[config.mk]
export PLATFORM = sky130hd
export DESIGN_NAME = mdu_flat
export DESIGN_NICKNAME = d
export VERILOG_FILES = /design/src/rtl/mdu_if.sv /design/src/rtl/mdu.sv /design/src/flat_wrapper.sv
export SDC_FILE = /design/constraint.sdc
export NUM_CORES = 1
export LEC_CHECK = 0
export ABC_AREA = 1
export CORE_AREA = 2 2 233 235
export DETAILED_ROUTE_END_ITERATION = 10
export DIE_AREA = 0 0 235 237
export PLACE_DENSITY = 0.55
export SLEW_MARGIN = 20
export SYNTH_ARGS = -nofsm -noshare
export SYNTH_HDL_FRONTEND = slang
export SYNTH_SLANG_ARGS = --single-unit
export TNS_END_PERCENT = 30
[constraint.sdc]
create_clock -name clock -period 5.55 [get_ports clock]
set_clock_uncertainty 0.1 [all_clocks]
set_input_delay 0.8325 -clock clock [delete_from_list [all_inputs] [get_ports clock]]
set_output_delay 0.8325 -clock clock [all_outputs]
set_load 0.01 [all_outputs]
[src/rtl/mdu_if.sv]
// Request/result bundle between the execute stage and the multiply/divide unit.
interface mdu_if #(parameter int XLEN = 32);
  logic            in_valid;
  logic            in_ready;
  logic [2:0]      op;
  logic [XLEN-1:0] operand_a;
  logic [XLEN-1:0] operand_b;
  logic            out_valid;
  logic            out_ready;
  logic [XLEN-1:0] result;

  modport master (
    output in_valid, op, operand_a, operand_b, out_ready,
    input  in_ready, out_valid, result
  );

  modport slave (
    input  in_valid, op, operand_a, operand_b, out_ready,
    output in_ready, out_valid, result
  );
endinterface

[src/rtl/mdu.sv]
// Iterative RV M-extension mul/div: one result bit per cycle, XLEN+2 latency, result held until taken.
// Optional macro MDU_EARLY_OUT_EN sends div-by-zero, signed overflow and zero multiplies straight to DONE.
module mdu #(
  parameter int XLEN = 32
) (
  input  logic clock,
  input  logic reset_n,
  input  logic flush,
  mdu_if.slave bus
);
  localparam int CW = $clog2(XLEN);
  localparam logic [XLEN-1:0] MIN_VAL = {1'b1, {(XLEN-1){1'b0}}};

  typedef enum logic [1:0] {IDLE, CALC, FIX, DONE} state_t;

  state_t              r_state, w_state_nxt;
  logic [2:0]          r_op;
  logic [XLEN-1:0]     r_opnd;
  logic [2*XLEN-1:0]   r_acc;
  logic                r_neg;
  logic                r_spec;
  logic [XLEN-1:0]     r_spec_res;
  logic [CW-1:0]       r_cnt;
  logic [XLEN-1:0]     r_result;

  logic                w_accept, w_is_div;
  logic                w_sgn_a, w_sgn_b, w_neg;
  logic [XLEN-1:0]     w_mag_a, w_mag_b;
  logic                w_div0, w_ovf, w_mul0, w_spec;
  logic [XLEN-1:0]     w_spec_res;
  logic [XLEN:0]       w_sum, w_rem_sh, w_diff;
  logic [2*XLEN-1:0]   w_mul_nxt, w_div_nxt, w_prod_fix;
  logic [XLEN-1:0]     w_qr, w_qr_fix, w_fix_res;

  assign bus.in_ready  = (r_state == IDLE);
  assign bus.out_valid = (r_state == DONE);
  assign bus.result    = r_result;

  assign w_accept = bus.in_valid & (r_state == IDLE) & ~flush;
  assign w_is_div = bus.op[2];

  // MULH, MULHSU, DIV and REM read rs1 as signed; only MULH, DIV and REM read rs2 as signed.
  assign w_sgn_a = bus.operand_a[XLEN-1] &
                   ((bus.op == 3'b001) | (bus.op == 3'b010) | (bus.op == 3'b100) | (bus.op == 3'b110));
  assign w_sgn_b = bus.operand_b[XLEN-1] &
                   ((bus.op == 3'b001) | (bus.op == 3'b100) | (bus.op == 3'b110));
  assign w_mag_a = w_sgn_a ? (~bus.operand_a + 1'b1) : bus.operand_a;
  assign w_mag_b = w_sgn_b ? (~bus.operand_b + 1'b1) : bus.operand_b;
  assign w_neg   = (w_is_div & bus.op[1]) ? w_sgn_a : (w_sgn_a ^ w_sgn_b);

  assign w_div0 = w_is_div & (bus.operand_b == '0);
  assign w_ovf  = w_is_div & ~bus.op[0] & (bus.operand_a == MIN_VAL) & (bus.operand_b == '1);
  assign w_mul0 = ~w_is_div & ((bus.operand_a == '0) | (bus.operand_b == '0));
  assign w_spec = w_div0 | w_ovf | w_mul0;

  always_comb begin
    w_spec_res = '0;
    if (w_div0)
      w_spec_res = bus.op[1] ? bus.operand_a : '1;
    else if (w_ovf)
      w_spec_res = bus.op[1] ? '0 : MIN_VAL;
  end

  // Multiply: multiplier sits in the low half and is shifted out while partial sums enter the top.
  assign w_sum     = {1'b0, r_acc[2*XLEN-1:XLEN]} + {1'b0, (r_acc[0] ? r_opnd : '0)};
  assign w_mul_nxt = {w_sum, r_acc[XLEN-1:1]};

  // Divide: remainder in the high half, dividend shifts up out of the low half as quotient bits enter.
  assign w_rem_sh  = r_acc[2*XLEN-1:XLEN-1];
  assign w_diff    = w_rem_sh - {1'b0, r_opnd};
  assign w_div_nxt = w_diff[XLEN] ? {w_rem_sh[XLEN-1:0], r_acc[XLEN-2:0], 1'b0}
                                  : {w_diff[XLEN-1:0],   r_acc[XLEN-2:0], 1'b1};

  assign w_prod_fix = r_neg ? (~r_acc + 1'b1) : r_acc;
  assign w_qr       = r_op[1] ? r_acc[2*XLEN-1:XLEN] : r_acc[XLEN-1:0];
  assign w_qr_fix   = r_neg ? (~w_qr + 1'b1) : w_qr;

  always_comb begin
    w_fix_res = w_qr_fix;
    if (r_spec)
      w_fix_res = r_spec_res;
    else if (!r_op[2])
      w_fix_res = (r_op == 3'b000) ? w_prod_fix[XLEN-1:0] : w_prod_fix[2*XLEN-1:XLEN];
  end

  always_comb begin
    w_state_nxt = r_state;
    case (r_state)
      IDLE: begin
        if (w_accept) begin
`ifdef MDU_EARLY_OUT_EN
          w_state_nxt = w_spec ? DONE : CALC;
`else
          w_state_nxt = CALC;
`endif
        end
      end
      CALC:    if (r_cnt == '0) w_state_nxt = FIX;
      FIX:     w_state_nxt = DONE;
      DONE:    if (bus.out_ready) w_state_nxt = IDLE;
      default: w_state_nxt = IDLE;
    endcase
    if (flush)
      w_state_nxt = IDLE;
  end

  always_ff @(posedge clock or negedge reset_n) begin
    if (!reset_n)
      r_state <= IDLE;
    else
      r_state <= w_state_nxt;
  end

  always_ff @(posedge clock or negedge reset_n) begin
    if (!reset_n) begin
      r_op       <= '0;
      r_opnd     <= '0;
      r_acc      <= '0;
      r_neg      <= 1'b0;
      r_spec     <= 1'b0;
      r_spec_res <= '0;
      r_cnt      <= '0;
      r_result   <= '0;
    end else begin
      case (r_state)
        IDLE: begin
          if (w_accept) begin
            r_op       <= bus.op;
            r_opnd     <= w_is_div ? w_mag_b : w_mag_a;
            r_acc      <= {{XLEN{1'b0}}, (w_is_div ? w_mag_a : w_mag_b)};
            r_neg      <= w_neg;
            r_spec     <= w_spec;
            r_spec_res <= w_spec_res;
            r_cnt      <= CW'(XLEN - 1);
`ifdef MDU_EARLY_OUT_EN
            if (w_spec)
              r_result <= w_spec_res;
`endif
          end
        end
        CALC: begin
          r_acc <= r_op[2] ? w_div_nxt : w_mul_nxt;
          if (r_cnt != '0)
            r_cnt <= r_cnt - 1'b1;
        end
        FIX:     r_result <= w_fix_res;
        default: ;
      endcase
    end
  end
endmodule
[src/flat_wrapper.sv]
// flat-port wrapper written by rule: the top's interface ports become plain ports
module mdu_flat 
#(
  parameter int XLEN = 32
)
  (clock, reset_n, flush, bus_in_valid, bus_op, bus_operand_a, bus_operand_b, bus_out_ready, bus_in_ready, bus_out_valid, bus_result);
  mdu_if #(.XLEN(XLEN)) bus_i ();
  input  logic clock;
  input  logic reset_n;
  input  logic flush;
  input wire logic [$bits(bus_i.in_valid)-1:0] bus_in_valid;
  input wire logic [$bits(bus_i.op)-1:0] bus_op;
  input wire logic [$bits(bus_i.operand_a)-1:0] bus_operand_a;
  input wire logic [$bits(bus_i.operand_b)-1:0] bus_operand_b;
  input wire logic [$bits(bus_i.out_ready)-1:0] bus_out_ready;
  output wire logic [$bits(bus_i.in_ready)-1:0] bus_in_ready;
  output wire logic [$bits(bus_i.out_valid)-1:0] bus_out_valid;
  output wire logic [$bits(bus_i.result)-1:0] bus_result;
  assign bus_i.in_valid = bus_in_valid;
  assign bus_i.op = bus_op;
  assign bus_i.operand_a = bus_operand_a;
  assign bus_i.operand_b = bus_operand_b;
  assign bus_i.out_ready = bus_out_ready;
  assign bus_in_ready = bus_i.in_ready;
  assign bus_out_valid = bus_i.out_valid;
  assign bus_result = bus_i.result;
  mdu #(.XLEN(XLEN)) u_core (.clock(clock), .reset_n(reset_n), .flush(flush), .bus(bus_i));
endmodule
==> results.md, run 1 <==
* Average detailed-routed wire length per instance at 21.3 um
* Number of H-tree branching levels at 4
* Total overflow reported by the global router at 0
* Worst hold slack at 262 ps
* CTS tree: yes
* Clk_lat worst skew at 470 ps
* Die H at 237 um
* Area of the core at 53300 um^2
* Top achievable clock speed at 0.269 GHz
* Top-level port count at 106
* Layout-stage area growth over the synthesis result at 10.4%
* Number of hold-slack violations in the final timing report at 0
* Sequential fraction of the synthesis area at 20.9%
* Max_slew headroom at 35.8%
* Total detailed-routing wirelength at 94700 um
* Total of hold buffers inserted after clock tree synthesis at 0
* Post-Syn Area per Cell at 5.55 um^2
* Post-Route Setup TNS at 0 ps
* Cell with the largest stage delay on the worst path: dfrtp_1
* Min-delay worst type: primary input to asynchronous set/reset pin
* Cell variety after synth at 56
* DRT antenna net count at 0
* #FFs+latches synth at 172
* Fin crit period at 3710 ps
* Number of port buffers at 105
* Critical path's largest stage delay at 620 ps
* Count of buffer and inverter cells on the critical path at 2
* CTS root buf: clkbuf_16
* Largest area contributor in the netlist: nand2_1
* Floorplan die area at 55700 um^2
* Period utilization at 66.9%
* GP Congestion at 1.00
* Leak Pwr at 12.1 nW
* Buffers inserted during post-CTS setup optimization at 0
* Data required, critical path at 5860 ps
* Final Total Pwr at 14.2 mW
* CP endpoint kind: register
* Net Count, Synth at 3859
* Worst EP arrival at 4020 ps
* CP startpoint kind: register
* Number of gates given a new drive strength after cts at 0
* Area occupied by multi-input gates at 13600 um^2
* Initial antenna violation count at 0
* Fraction of final layout cells sized beyond drive strength 1 at 3.74%
* Worst supply voltage drop on vdd at 0.275 mV
* Cell types with the largest area share after synthesis: nand2_1 (23%), dfrtp_1 (21%), inv_1 (9.7%)
* Cell Count, Final, Fillers Out at 4441
* Largest net degree at the start of global routing at 99
* Num CTS Buffers at 17
* Max Slew Vio Count at 0
* CTS max path bufs at 2
* Vias per Instance at 5.52
* DPL Wire Length at 76000 um
* Post-synthesis cell area at 20600 um^2
* Synthesized instance count at 3710
* Kind of cell adding the most delay to the critical path: simple AND/OR/NAND/NOR gates
* Layout filler cell count at 6018
* Initial standard-cell utilization of the core at 38.6%
* Cell count after placement at 4408
* Status: complete, no violations
* Net count reported at finish at 3880
* Fraction of synthesized cell area taken by the top area cell type at 23.5%
* Slew at the pin closest to its max-slew limit at 962 ps
* First-pass GRT wire length at 142000 um
* CP cell instances: inv_1, fa_1, inv_1, nand3_1, nand2_1, nand2_1, nand2_1, nand2_1, nand2_2, nand2_2, nand2_1, nand2_1, nand2_2, nand2_1, nand3_1, nand2_1, nand2_1
* Standard-cell row count at 85
* Setup-violating endpoint count in the final report at 0
* Highest fanout seen on the critical path at 33
* DRT Pass-1 Iters at 7
* Number of vias in the routed layout at 24.5k
* Share of flip-flops with an asynchronous set or reset after synthesis at 100%
* GR Util All Layers at 33.4%
* Die outline width at 235 um
* Setup repair after global routing missed its margin: no
* Clock sink count at 172
* Critical Path Most Common Cell: nand2_1
* Storage cell area at 4310 um^2
* Worst-path clk slew at 80 ps
* Number of DRC markers in iteration 0 at 3281
* Power Density at 624 nW/um^2
* Number of enable-type register cells in the synthesized netlist at 0
* Maximum Capacitance Violations at 0
* Warnings from Yosys at 0
* Number of global-route vias before repair at 22.6k
* Most used DFF post-synth: dfrtp_1
* Post-route DRC violation count at 0
* Type of the setup path with the least slack: register to register
[state kept, by name (all words and copies together) (netlist names)]
register           count
u_core.r_acc          64
u_core.bus.result     32
u_core.r_opnd         32
u_core.r_spec_res     32
u_core.r_cnt           5
u_core.r_op            3
u_core.r_state         2
u_core.r_neg           1
u_core.r_spec          1
[metal layers]
metal  global-route usage, %  wire [um]  vias to the layer above
met5                       0          0                        -
met4                    13.1       3870                        0
met3                    6.35       9220                      178
met2                    49.6      39500                     1202
met1                    47.6      42000                    11300
li1                        -          -                    11800
[cell usage after synthesis, types with 8 or more instances]
master / n
o21bai_1: 11
buf_1: 23
buf_4: 10
inv_1: 532
xnor2_1: 14
o22ai_1: 23
inv_2: 8
dfrtp_1: 172
nor3_1: 30
o21ai_1: 26
nor2_1: 407
xor2_1: 56
a21oi_1: 210
o211ai_1: 27
a31oi_1: 12
nor4_1: 8
nand3_1: 331
ha_1: 75
buf_2: 19
o221ai_1: 10
nand2_2: 16
o21ai_0: 187
nand4_1: 46
nand2_1: 1287
a22oi_1: 11
nor2_2: 20
buf_6: 11
clkbuf_1: 66
[path summary, 6_finish.rpt]
check,cells after the start,slack (ps),startpoint,endpoint
min in group clock,2,380,u_core.bus.result[31],u_core.bus.result[31]
max in group asynchronous,2,3990,reset_n,u_core.r_neg
setup reg to reg,17,1840,u_core.r_acc[32],u_core.r_acc[34]
setup / recovery,17,1840,u_core.r_acc[32],u_core.r_acc[34]
hold reg to reg,2,380,u_core.bus.result[31],u_core.bus.result[31]
hold / removal,1,260,reset_n,u_core.r_cnt[2]
[cell usage in the layout, fill, tap and decap left out, types with 3 or more instances in the layout]
cell type and n:
nor2_2 21, nor2_1 406, nand4_1 46, o211ai_1 27
inv_1 529, a22oi_1 11, a31oi_1 12, nand3_1 331
xor2_1 56, clkinv_1 4, clkinv_8 5, o21ai_1 26
o21bai_1 11, nand3_2 7, o21ai_2 5, o22ai_1 23
ha_1 75, nor4_1 8, nand3b_1 7, o21ai_0 187
a21oi_1 209, nor2_4 4, o21a_1 3, buf_4 27
and2_1 3, nand2_1 1287, o221ai_1 10, nand2_2 16
inv_2 9, or2_2 6, clkdlybuf4s50_1 104, dfrtp_1 169
clkbuf_16 17, inv_8 7, nor3_1 30, xnor2_1 14
[cell families (layout without fill, tap and decap cells)]
kind of cell / Yosys count / after routing / synth area share [%]
simple gates: 2181 / 2181 / 43.9
buf+inv: 674 / 708 / 13.1
compound gates: 536 / 536 / 14.3
flops: 172 / 172 / 20.9
fa+ha+maj: 77 / 77 / 4.76
xor+xnor: 70 / 70 / 2.98
other cells: 0 / 1 / 0
[area by class of cell]
type	instances	share of cell area, %
repair buffers	133	5.62
flip-flops and latches	172	19.0
multi-input cells	2864	59.9
inverters	543	8.98
clock buffers	17	1.87
diodes	1	0.0110
clock inverters	15	0.821
well taps	696	3.83
[power breakdown]
| part | switching [mW] | total (mW) | internal [mW] | leakage [nW] |
|---|---|---|---|---|
| clock network | 0.658 | 1.27 | 0.616 | 0.299 |
| logic | 7.12 | 10.2 | 3.07 | 9.61 |
| registers | 1.01 | 2.71 | 1.70 | 2.17 |
[metrics by stage]
step,instance area (um^2),util [%],setup slack [ps]
floorplan,20600,-,3030
global placement,22100,41.5,1430
detailed placement,22100,41.5,1560
CTS,22700,42.6,1960
global route,22700,42.6,1590
finish,22700,42.6,1840
Note: power is estimated with default switching activity, not from simulation.
==> inputs of run 2 (changes only) <==
--- a/config.mk
+++ b/config.mk
@@ -9,7 +9,7 @@
 export CORE_AREA = 2 2 233 235
 export DETAILED_ROUTE_END_ITERATION = 10
 export DIE_AREA = 0 0 235 237
-export PLACE_DENSITY = 0.55
+export PLACE_DENSITY = 0.58
 export SLEW_MARGIN = 20
 export SYNTH_ARGS = -nofsm -noshare
 export SYNTH_HDL_FRONTEND = slang
==> constraint.sdc (replaced) <==
create_clock -name clock -period 3.1 [get_ports clock]
set_clock_uncertainty 0.1 [all_clocks]
set_input_delay 0.465 -clock clock [delete_from_list [all_inputs] [get_ports clock]]
set_output_delay 0.465 -clock clock [all_outputs]
set_load 0.01 [all_outputs]
==> run 2 against run 1 <==
Compared with the run above:
- the flow now finishes with violations (DRC)
- sequential share of layout area decreased by 0.87 points
- count of clock-buffer cells in the layout grew 1
- global-route usage increased by 0.17 points
- combinational power grew 92%
- core utilization rose by 2.1 points
- clock power rose by 73%
- worst hold slack gained 130 ps
- die area stayed put
- critical path type unchanged
- largest power group unchanged
==> results.md, run 2 (same netlist as run 1, synthesis figures left out) <==
* Status: finished, violations left
* Failing checks: DRC
* Diodes inserted at 0 (-1)
* Max FFs per register at 64 (unchanged)
* First-pass GRT wire length at 142000 um (about the same)
* Max_slew headroom at 40.6% (+4.8 points)
* Num CTS Buffers at 17 (unchanged)
* DRT Pass-1 Iters at 9 (+2)
* Net count reported at finish at 4016 (+3.5%)
* Die outline width at 235 um (unchanged)
* Count of buffer and inverter cells on the critical path at 4 (+2)
* Number of DRC markers in iteration 0 at 2967 (-9.6%)
* Largest Register: u_core.r_acc
* Number of cells on the worst reg-to-reg path at 16 (-1)
* Cell count after placement at 4543 (+3.1%)
* Final WS setup at 199 ps (-1640 ps)
* R2R Path Start: u_core.r_opnd[23]
* Worst hold slack at 389 ps (+127 ps)
* Post-Route Setup TNS at 0 ps (unchanged)
* Leak Pwr at 12.8 nW (+5.8%)
* Standard-cell row count at 85 (unchanged)
* Slew at the pin closest to its max-slew limit at 890 ps (-72.6 ps)
* Top achievable clock speed at 0.345 GHz (+28%)
* Buffers inserted during post-CTS setup optimization at 0 (unchanged)
* Cell with the largest stage delay on the worst path: dfrtp_1
* Cell area after layout at 23800 um^2 (+4.8%)
* Largest net degree at the start of global routing at 74 (-25%)
* CTS max path bufs at 2 (unchanged)
* Internal Power at 10.5 mW (+95%)
* Kind of cell adding the most delay to the critical path: simple AND/OR/NAND/NOR gates
* Worst slack at placement at 157 ps (-1410 ps)
* Most frequent cells in the layout: nand2_1 (1287), inv_1 (529), nor2_1 (406)
* Final standard cell utilization of the core at 44.7% (+2.1 points)
* Worst-path clk slew at 80 ps (about the same)
* Levels on crit path at 16 (-1)
* Floorplan die area at 55700 um^2 (unchanged)
* CP Launch Point: u_core.r_opnd[23]
* Power Density at 1100 nW/um^2 (+76%)
* Number of port buffers at 105 (unchanged)
* Setup repair after global routing missed its margin: no
* Number of cells traversed by the worst hold path at 2
* Worst supply voltage drop on vdd at 0.557 mV (+100%)
* GP Congestion at 1.03 (+2.5%)
* Max Slew Vio Count at 0 (unchanged)
* Vias per Instance at 5.45 (-1.1%)
* Setup-violating endpoint count in the final report at 0 (unchanged)
* CP startpoint kind: register
* Total overflow reported by the global router at 0 (unchanged)
* DRT antenna net count at 0 (unchanged)
* Worst hold path startpoint: u_core.bus.result[13]
* Number of vias in the routed layout at 25.0k (+1.9%)
* DPL Wire Length at 77700 um (+2.3%)
* Critical path's largest stage delay at 460 ps (-160 ps)
* Layout-stage area growth over the synthesis result at 15.7%
* Worst EP arrival at 3180 ps (-840 ps)
* Number of global-route vias before repair at 23.2k (+2.8%)
* Most common cell after layout, fill and taps aside: nand2_1
* CP endpoint kind: register
* Area of the core at 53300 um^2 (unchanged)
* Number of hold-slack violations in the final timing report at 0 (unchanged)
* Total detailed-routing wirelength at 94800 um (+0.18%)
* Critical Path Most Common Cell: nand2_1
* Share of power burned in the clock network at 8.4% (-0.6 points)
* Clock sink count at 172 (unchanged)
* Top-level port count at 106 (unchanged)
* Period utilization at 93.6% (+27 points)
* Post-route DRC violation count at 1 (+1)
* CTS tree: yes
* GR Util All Layers at 33.6% (+0.17 points)
* Switching portion of total power at 59.9% (-2.1 points)
* Die H at 237 um (unchanged)
* Min-delay worst type: register to register
* Cell area after placement at 23200 um^2 (+5.2%)
* CP cell instances: inv_1, ha_1, a21oi_1, inv_1, nor2_1, nand2_1, a21oi_1, buf_4, nand2_1, nand2_1, nand2_2, buf_12, nand2_1, nand3_1, nand2_1, nand2_1
* Highest fanout seen on the critical path at 18 (-45%)
* Switching power at 15.7 mW (+78%)
* Maximum Capacitance Violations at 0 (unchanged)
* Initial antenna violation count at 3 (+3)
* Initial standard-cell utilization of the core at 38.6% (unchanged)
* Fraction of final layout cells sized beyond drive strength 1 at 7.06% (+3.3 points)
* Relative contribution of combinational cells to total power at 74.9% (+3.0 points)
* Clk_lat worst skew at 480 ps (about the same)
* CTS root buf: clkbuf_16
* Power share of the sequential group at 16.7% (-2.4 points)
* Data required, critical path at 3380 ps (-2480 ps)
* Fin crit period at 2900 ps (-812 ps)
* Average detailed-routed wire length per instance at 20.7 um (-2.8%)
* Number of H-tree branching levels at 4 (unchanged)
* Final Total Pwr at 26.1 mW (+84%)
* Type of the setup path with the least slack: register to register
* Cell Count, Final, Fillers Out at 4576 (+3.0%)
run 2: cell types whose count changed in the layout (fill, tap and decap cells not counted), sizes merged:
cell	before	now
buf	28	163
dlygate4sd3	0	1
inv	548	547
bufinv	0	1
diode	1	0
clkinvlp	0	1
clkbuf	18	19
clkinv	10	8
run 2: worst reg2reg max path, stage by stage, from the launching register on:
cell     delay [ps]
dfrtp_1         460
inv_1           100
ha_1            380
a21oi_1         230
inv_1            60
nor2_1          160
nand2_1          90
a21oi_1         170
buf_4           170
nand2_1          70
nand2_1          70
nand2_2         200
buf_12          230
nand2_1          60
nand3_1         120
nand2_1         100
nand2_1          50
run 2: area by class of cell:
| cell class | count | area, um^2 |
|---|---|---|
| Clock buffer | 18 | 429 |
| Inverter | 543 | 2040 |
| Multi-Input combinational cell | 2864 | 13600 |
| Tap cell | 696 | 871 |
| Clock inverter | 14 | 130 |
| Sequential cell | 172 | 4310 |
| Timing Repair Buffer | 269 | 2430 |
| Fill cell | 5983 | 29500 |
run 2: worst paths after layout:
| check | end | slack (ps) |
|---|---|---|
| max | u_core.r_acc[47] | 200 |
| min | u_core.bus.result[13] | 390 |
| max reg2reg | u_core.r_acc[47] | 200 |
| min reg2reg | u_core.bus.result[13] | 390 |
| max in group asynchronous | u_core.r_acc[1] | 1690 |
| min in group asynchronous | u_core.r_cnt[4] | 460 |
run 2: routing by layer:
layer  share of wire [%]  GRT usage [%]
met5               0.038              0
met4                 4.9           15.5
met3                 9.9           6.81
met2                  42           49.6
met1                  44           46.9
run 2: power groups by stage:
stage | Clock [mW] | Combinational, mW | Sequential [mW]
after floorplan | 0 | 12.4 | 3.82
after global placement | 0 | 19.0 | 4.33
after detailed placement | 0 | 19.0 | 4.31
after CTS | 2.24 | 19.0 | 4.28
after global routing | 2.32 | 21.5 | 4.40
final | 2.20 | 19.6 | 4.36
run 2: what timing repair did:
| item | 4_1_cts | 5_1_grt |
|---|---|---|
| endpoints found under the hold margin | 69 | 0 |
| hold buffers | 1 | 0 |
| gates resized for setup | 0 | 1 |
| endpoints found under the setup margin | 0 | 1 |
